## config.mk

```make
export PLATFORM = sky130hd
export DESIGN_NAME = serv_decode_seq
export DESIGN_NICKNAME = d
export VERILOG_FILES = /design/src/rtl/serv_decode_seq_pkg.sv /design/src/rtl/serv_decode_seq_cnt.sv /design/src/rtl/serv_decode_seq.sv
export SDC_FILE = /design/constraint.sdc
export NUM_CORES = 1
export LEC_CHECK = 0
export CORE_AREA = 2 2 53 45
export CTS_BUF_LIST = sky130_fd_sc_hd__clkbuf_8 sky130_fd_sc_hd__clkbuf_16
export CTS_CLUSTER_SIZE = 40
export DETAILED_ROUTE_END_ITERATION = 7
export DIE_AREA = 0 0 55 47
export PLACE_DENSITY = 0.77
export SYNTH_ARGS = -nofsm -noshare
export SYNTH_HDL_FRONTEND = slang
export SYNTH_SLANG_ARGS = --single-unit
```

## constraint.sdc

```tcl
create_clock -name i_clk -period 1.7 [get_ports i_clk]
set_input_delay 0.34 -clock i_clk [delete_from_list [all_inputs] [get_ports i_clk]]
set_output_delay 0.34 -clock i_clk [all_outputs]
set_load 0.005 [all_outputs]
```

## src/rtl/serv_decode_seq_pkg.sv

```systemverilog
// Shared encodings for the serial decode sequencer: FSM states, opcode[6:2]
// values and the immediate-format select codes driven on o_ctrl.
package serv_decode_seq_pkg;

  localparam logic [1:0] ST_FETCH = 2'd0;
  localparam logic [1:0] ST_RFREQ = 2'd1;
  localparam logic [1:0] ST_RUN   = 2'd2;

  localparam logic [4:0] OP_LOAD   = 5'b00000;
  localparam logic [4:0] OP_OPIMM  = 5'b00100;
  localparam logic [4:0] OP_AUIPC  = 5'b00101;
  localparam logic [4:0] OP_STORE  = 5'b01000;
  localparam logic [4:0] OP_LUI    = 5'b01101;
  localparam logic [4:0] OP_BRANCH = 5'b11000;
  localparam logic [4:0] OP_JALR   = 5'b11001;
  localparam logic [4:0] OP_JAL    = 5'b11011;
  localparam logic [4:0] OP_SYSTEM = 5'b11100;

  localparam logic [3:0] CTRL_I = 4'b1010;
  localparam logic [3:0] CTRL_S = 4'b1011;
  localparam logic [3:0] CTRL_B = 4'b1101;
  localparam logic [3:0] CTRL_U = 4'b1000;
  localparam logic [3:0] CTRL_J = 4'b0000;

  // Unlisted opcodes fall back to the I-type shift pattern.
  function automatic logic [3:0] ctrl_decode(input logic [4:0] op);
    case (op)
      OP_STORE:          return CTRL_S;
      OP_BRANCH:         return CTRL_B;
      OP_AUIPC, OP_LUI:  return CTRL_U;
      OP_JAL:            return CTRL_J;
      default:           return CTRL_I;
    endcase
  endfunction

endpackage

```

## src/rtl/serv_decode_seq_cnt.sv

```systemverilog
// 5-bit serial bit counter: advances while running and not stalled, flags
// the bit-31 cycle and wraps to 0 on it.
module serv_seq_cnt (
  input  logic       i_clk,
  input  logic       i_rst_n,
  input  logic       i_run,
  input  logic       i_stall,
  output logic [4:0] o_cnt,
  output logic       o_cnt_en,
  output logic       o_cnt_done
);

  assign o_cnt_en   = i_run & ~i_stall;
  assign o_cnt_done = (o_cnt == 5'd31) & o_cnt_en;

  // NOTE: sequential state is updated with non-blocking assignments only.
  always_ff @(posedge i_clk or negedge i_rst_n) begin
    if (!i_rst_n) begin
      o_cnt <= 5'd0;
    end else if (o_cnt_en) begin
      o_cnt <= o_cnt + 5'd1;
    end
  end

endmodule

```

## src/rtl/serv_decode_seq.sv

```systemverilog
// Fetch / register-read / 32-cycle serial run sequencer with immediate-format
// decode for the downstream immediate shift network.
module serv_decode_seq
  import serv_decode_seq_pkg::*;
#(
  parameter int WITH_CSR = 1
) (
  input  logic        i_clk,
  input  logic        i_rst_n,
  output logic        o_ibus_cyc,
  input  logic        i_ibus_ack,
  input  logic [31:0] i_ibus_rdt,
  output logic        o_wb_en,
  output logic [3:0]  o_ctrl,
  output logic        o_csr_imm_en,
  output logic        o_rf_rreq,
  input  logic        i_rf_ready,
  input  logic        i_stall,
  output logic        o_cnt_en,
  output logic [4:0]  o_cnt,
  output logic        o_cnt_done
);

  logic [1:0] state;
  logic [1:0] state_nxt;
  logic       armed;
  logic       csr_imm_d;
  logic [4:0] opcode;
  logic       rdt_unused;

  assign opcode     = i_ibus_rdt[6:2];
  assign rdt_unused = ^{i_ibus_rdt[31:15], i_ibus_rdt[13:7], i_ibus_rdt[1:0]};

  // armed keeps the fetch request low until the first edge after reset release.
  assign o_ibus_cyc = armed & (state == ST_FETCH);
  assign o_wb_en    = o_ibus_cyc & i_ibus_ack;
  assign o_rf_rreq  = (state == ST_RFREQ);

  generate
    if (WITH_CSR != 0) begin : g_csr
      assign csr_imm_d = (opcode == OP_SYSTEM) & i_ibus_rdt[14];
    end else begin : g_no_csr
      assign csr_imm_d = 1'b0;
    end
  endgenerate

  // NOTE: default assignment first so no path leaves state_nxt unassigned (no latch).
  always_comb begin
    state_nxt = state;
    case (state)
      ST_FETCH: if (o_wb_en)    state_nxt = ST_RFREQ;
      ST_RFREQ: if (i_rf_ready) state_nxt = ST_RUN;
      ST_RUN:   if (o_cnt_done) state_nxt = ST_FETCH;
      default:                  state_nxt = ST_FETCH;
    endcase
  end

  always_ff @(posedge i_clk or negedge i_rst_n) begin
    if (!i_rst_n) begin
      state        <= ST_FETCH;
      armed        <= 1'b0;
      o_ctrl       <= 4'b0000;
      o_csr_imm_en <= 1'b0;
    end else begin
      state <= state_nxt;
      armed <= 1'b1;
      if (o_wb_en) begin
        o_ctrl       <= ctrl_decode(opcode);
        o_csr_imm_en <= csr_imm_d;
      end
    end
  end

  // Counter sits at 0 on RUN entry: it wraps on done and clears on reset.
  serv_seq_cnt u_cnt (
    .i_clk      (i_clk),
    .i_rst_n    (i_rst_n),
    .i_run      (state == ST_RUN),
    .i_stall    (i_stall),
    .o_cnt      (o_cnt),
    .o_cnt_en   (o_cnt_en),
    .o_cnt_done (o_cnt_done)
  );

endmodule

```

After elaboration in Yosys (flattened, before gate mapping) --
Index checks and enable logic that the tools add are counted.
Operators by class: add/sub/neg operators 1, $mul 0, divide/modulo/power cells 0, $lt $le $gt $ge 0, eq/ne operators 12, shift operators 0, muxes and demuxes 5, bitwise logic cells 6, reductions and logical operators 3
Operator list (count):
- equality test 5 bit, second input constant | 4
- one-hot mux 4 bit (4 select lines) | 1
- equality test 5 x 4 -> 1 bit, second input constant | 2
- 2-to-1 mux 2 bit | 3
- one-hot mux 2 bit (3 select lines) | 1
- adder 5 x 1 -> 5 bit, second input constant | 1
- bitwise AND 1 bit | 5
- equality test 5 x 3 -> 1 bit, second input constant | 1
- inequality test 2 bit, second input constant | 2
- AND reduction 3 bit | 1
- equality test 2 x 1 -> 1 bit, second input constant | 1
- equality test 2 bit, second input constant | 1
- zero test 2 bit | 1
- inequality test 2 x 1 -> 1 bit, second input constant | 1
- OR reduction 2 bit | 1
- NOT 1 bit | 1
Storage, ports and cells: register bits after elaboration 13, latch bits 0, bits in writable memories 0, bits in read-only memories 0, word-level logic and storage cells 32, memories 0

Logic depth before layout (Yosys ltp) --
word-level depth 5, depth in mapped cells 6, mapped depth without buffers 6

Cells and area by module --
From an unflattened synthesis, not the netlist that was laid out.
Second synthesis, totals: cells, all modules 56, area, all modules 661.9 sq um
By module, submodules not included:
- serv_decode_seq | instances 1, cells each 38, area each 384.1 sq um
- serv_seq_cnt | instances 1, cells each 18, area each 277.8 sq um

Least setup slack after synthesis --
Ideal clock, no wire load.
kind reg2out, start register u_cnt.o_cnt[0], end output port o_cnt_done, arrival 1067 ps, path slack 293 ps, stages on the path, launching flop included 5, buffers on the path 0, cell sequence dfrtp_1 -> ha_1 -> and3_1 -> ha_1 -> and2_1
Between the ends: word-level cells in the longest chain between the ends 2
Ends and longest elaborated chain:
- start, declared | RTL line serv_decode_seq_cnt.sv:8 | output logic [4:0] o_cnt,
- start signal, assigned | RTL line serv_decode_seq_cnt.sv:21 | o_cnt <= o_cnt + 5'd1;
- equality test 5 bit | RTL line serv_decode_seq_cnt.sv:14 | assign o_cnt_done = (o_cnt == 5'd31) & o_cnt_en;
- bitwise AND 1 bit | RTL line serv_decode_seq_cnt.sv:14
- end, declared | RTL line serv_decode_seq.sv:21 | output logic o_cnt_done
Every way passes these cells.

Worst setup path after layout --
start register u_cnt.o_cnt[1], end output port o_cnt_done
The elaborated chain is that of the path after synthesis.

==> metrics.txt <==
DP Cell Count=113; most frequent cells in the layout=clkdlybuf4s50_1 (20), buf_4 (13), dfrtp_1 (12), nand2_1 (6), o21ai_0 (4); Max-Cap Viols=0; PwrDens=1280 nW/µm²; drt first pass iters=3; first-pass GRT wire length=2230 µm; crit path to=o_cnt_done; commonest non-fill, non-tap cell in the layout=clkdlybuf4s50_1; Max clock buf depth=2; Final min period=1.68 ns; CTS H-tree lvls=1; fmax=0.594 GHz; vias after detailed routing=553; CORE AREA=2060 µm²; net switching fraction of the power=28.6%; Worst EP required=1.36 ns; Reg2Reg Setup Slack=0.29 ns; fin. max-slew vios=0; Leak Pwr=0.476 nW; overall die width=55 µm; starting density of the core=29.9%; fin crit share=99.1%; Hold Buf Count CTS=0; Worst-Skew Late Latency=0.24 ns; Hold Vio Cnt, Final=0; Non-Filler Instances=122; Rows=15; r2r worst-path depth=4; overall routing resource usage=12.3%; total power=1.36 mW; Cells after Synth=55; # setup viols final=0; GR Overflow Total=0; Final nets=137; Antenna Cells=0; CTS root buf=clkbuf_8; Die Ht=47 µm; crit path launch type=flip-flop; WL/cell=12.4 µm; Tightest Pin Transition=0.555 ns; syn_nets=94; Clock Sinks=13; RSZ-0062 raised after global routing=yes; NetSw=0.388 mW; critical path endpoint category=output pin; Mean Syn Cell Area=11.2 µm²; clk_skew=0.00474 ns; P&R area growth vs syn=71.4%; Cell Int Power=0.968 mW; Comb power frac=46.5%; pin count of the biggest net entering global routing=14; Reg power frac=34.3%; vias in the first global route=562; HPWL after detailed placement=1160 µm; RR Endpoint=u_cnt.o_cnt[1]$_DFFE_PN0N_; clk slew on worst S/H paths=0.05 ns; CTS Buf Count=3; Hold Path Class=in -> async; DIE AREA=2590 µm²; CTS tree=yes; R2R Path Start=state[0]$_DFFE_PN0P_; Seq/Total Area, Yosys=52.7%; DRC Markers=0; YS warnings=0; Clk pwr share=19.1%; Placer Congestion=0.679; Detail Route Antenna Nets=0; status=complete, no violations; initial antenna violation count=0; Worst VDD drop=504 µV; Final Hold Slack=0.462 ns; share of post-route cells with drive strength above 1=32.0%; Worst Setup SP=u_cnt.o_cnt[1]$_DFFE_PN0N_; final WL=1510 µm; CP arrival=1.34 ns; # IOs=52; Slew HR=62.9%; fillers=194; count of buffers from port buffering=25; Seq cells post-synth=13; critical path type=reg -> out; synthesized area=617 µm²; Starting DRT DRC Count=8; drt via density=4.53; Yosys cell types=27; CP max FO=2
-- stage by stage --
step | util, % | cell area, µm² | worst slack [ns] | TNS, ns
finish | 51.2 | 1060 | 0.0160 | 0
global route | 51.2 | 1060 | -0.0232 | -0.0232
CTS | 50.1 | 1030 | -0.133 | -0.133
detailed placement | 46.4 | 958 | -0.295 | -0.543
global placement | 46.4 | 958 | -0.276 | -0.519
floorplan | - | 617 | 0.293 | 0
-- synth_stat cells --
cell type  count  area [µm²]
dfrtp_1       13         325
nand2_1        6        22.5
o21ai_0        4        20.0
ha_1           2        25.0
inv_1          2        7.51
mux2_2         2        22.5
nand3_1        2        10.0
nand4_1        2        12.5
nor2_1         2        7.51
nor3_1         2        10.0
xnor2_1        2        17.5
a21oi_1        1        5.00
and2_1         1        6.26
and3_1         1        6.26
clkinv_2       1        5.00
conb_1         1        3.75
nand2_2        1        6.26
nand2b_1       1        6.26
nor3b_2        1        12.5
nor3b_4        1        18.8
nor4bb_1       1        10.0
o21ai_2        1        8.76
o22a_1         1        8.76
o41ai_2        1        16.3
or2b_1         1        7.51
or3_1          1        6.26
xor2_1         1        8.76
-- timing repair --
action / CTS / global route
setup endpoints to repair: 5 / 2
setup buffers: 4 / 1
pin swaps: 1 / 2
gates resized for setup: 8 / 9
endpoints found under the hold margin: 0 / 0
-- worst min path at each step --
stage                            end  slack (ns)  cells past startpoint
6_report       o_ctrl[2]$_DFFE_PN0P_        0.46                      1
5_1_grt        o_ctrl[0]$_DFFE_PN0P_        0.50                      1
4_1_cts        o_ctrl[2]$_DFFE_PN0P_        0.48                      1
3_5_place_dp   o_ctrl[2]$_DFFE_PN0P_        0.47                      2
3_3_place_gp   o_ctrl[2]$_DFFE_PN0P_        0.46                      2
2_1_floorplan        armed$_DFF_PN0_        0.04                      0
-- metal layers --
metal  GRT usage [%]  routed length, µm  part of all wire, %
met3           0.955                 65                  4.3
met5               0                  0                    0
met2            25.0                840                   56
met1            12.5                601                   40
met4            5.85                  0                    0
-- critical path: stages (launching register included) --
cell	delay [ns]
dfrtp_1	0.38
ha_2	0.19
and3_4	0.15
ha_4	0.15
and2_4	0.13
buf_6	0.11
-- flip-flops by register name, summed over array words and instances, names as in the netlist --
name,flops
u_cnt.o_cnt,5
o_ctrl,4
armed,1
state,2
o_csr_imm_en,1
-- cells by family after synthesis --
family / count (synthesis) / share of synthesized area (%)
buffers and inverters: 3 / 2.03
adders and majority gates: 2 / 4.06
other: 1 / 0.608
AOI/OAI and AO/OA: 8 / 9.53
DFF: 13 / 52.7
xor gates and xnor gates: 3 / 4.26
muxes: 2 / 3.65
and+or+nand+nor: 23 / 23.1
-- area by class of cell --
class                      count  area (µm²)  share of cell area, %
tap                           25        31.3                   2.96
timing repair buffer          38         340                   32.2
multi-input combinational     39         302                   28.5
clock buffer                   3        41.3                   3.91
sequential                    13         327                   30.9
clock inverter                 1        3.75                  0.355
inverter                       3        12.5                   1.18
-- power by group through the flow --
stage / Sequential [mW] / Clock [mW] / Combinational, mW
2_1_floorplan: 0.489 / 0 / 0.178
3_3_place_gp: 0.464 / 0 / 0.545
3_5_place_dp: 0.478 / 0 / 0.564
4_1_cts: 0.460 / 0.271 / 0.622
5_1_grt: 0.479 / 0.281 / 0.695
6_report: 0.466 / 0.260 / 0.630
Note: power is estimated with default switching activity, not from simulation.
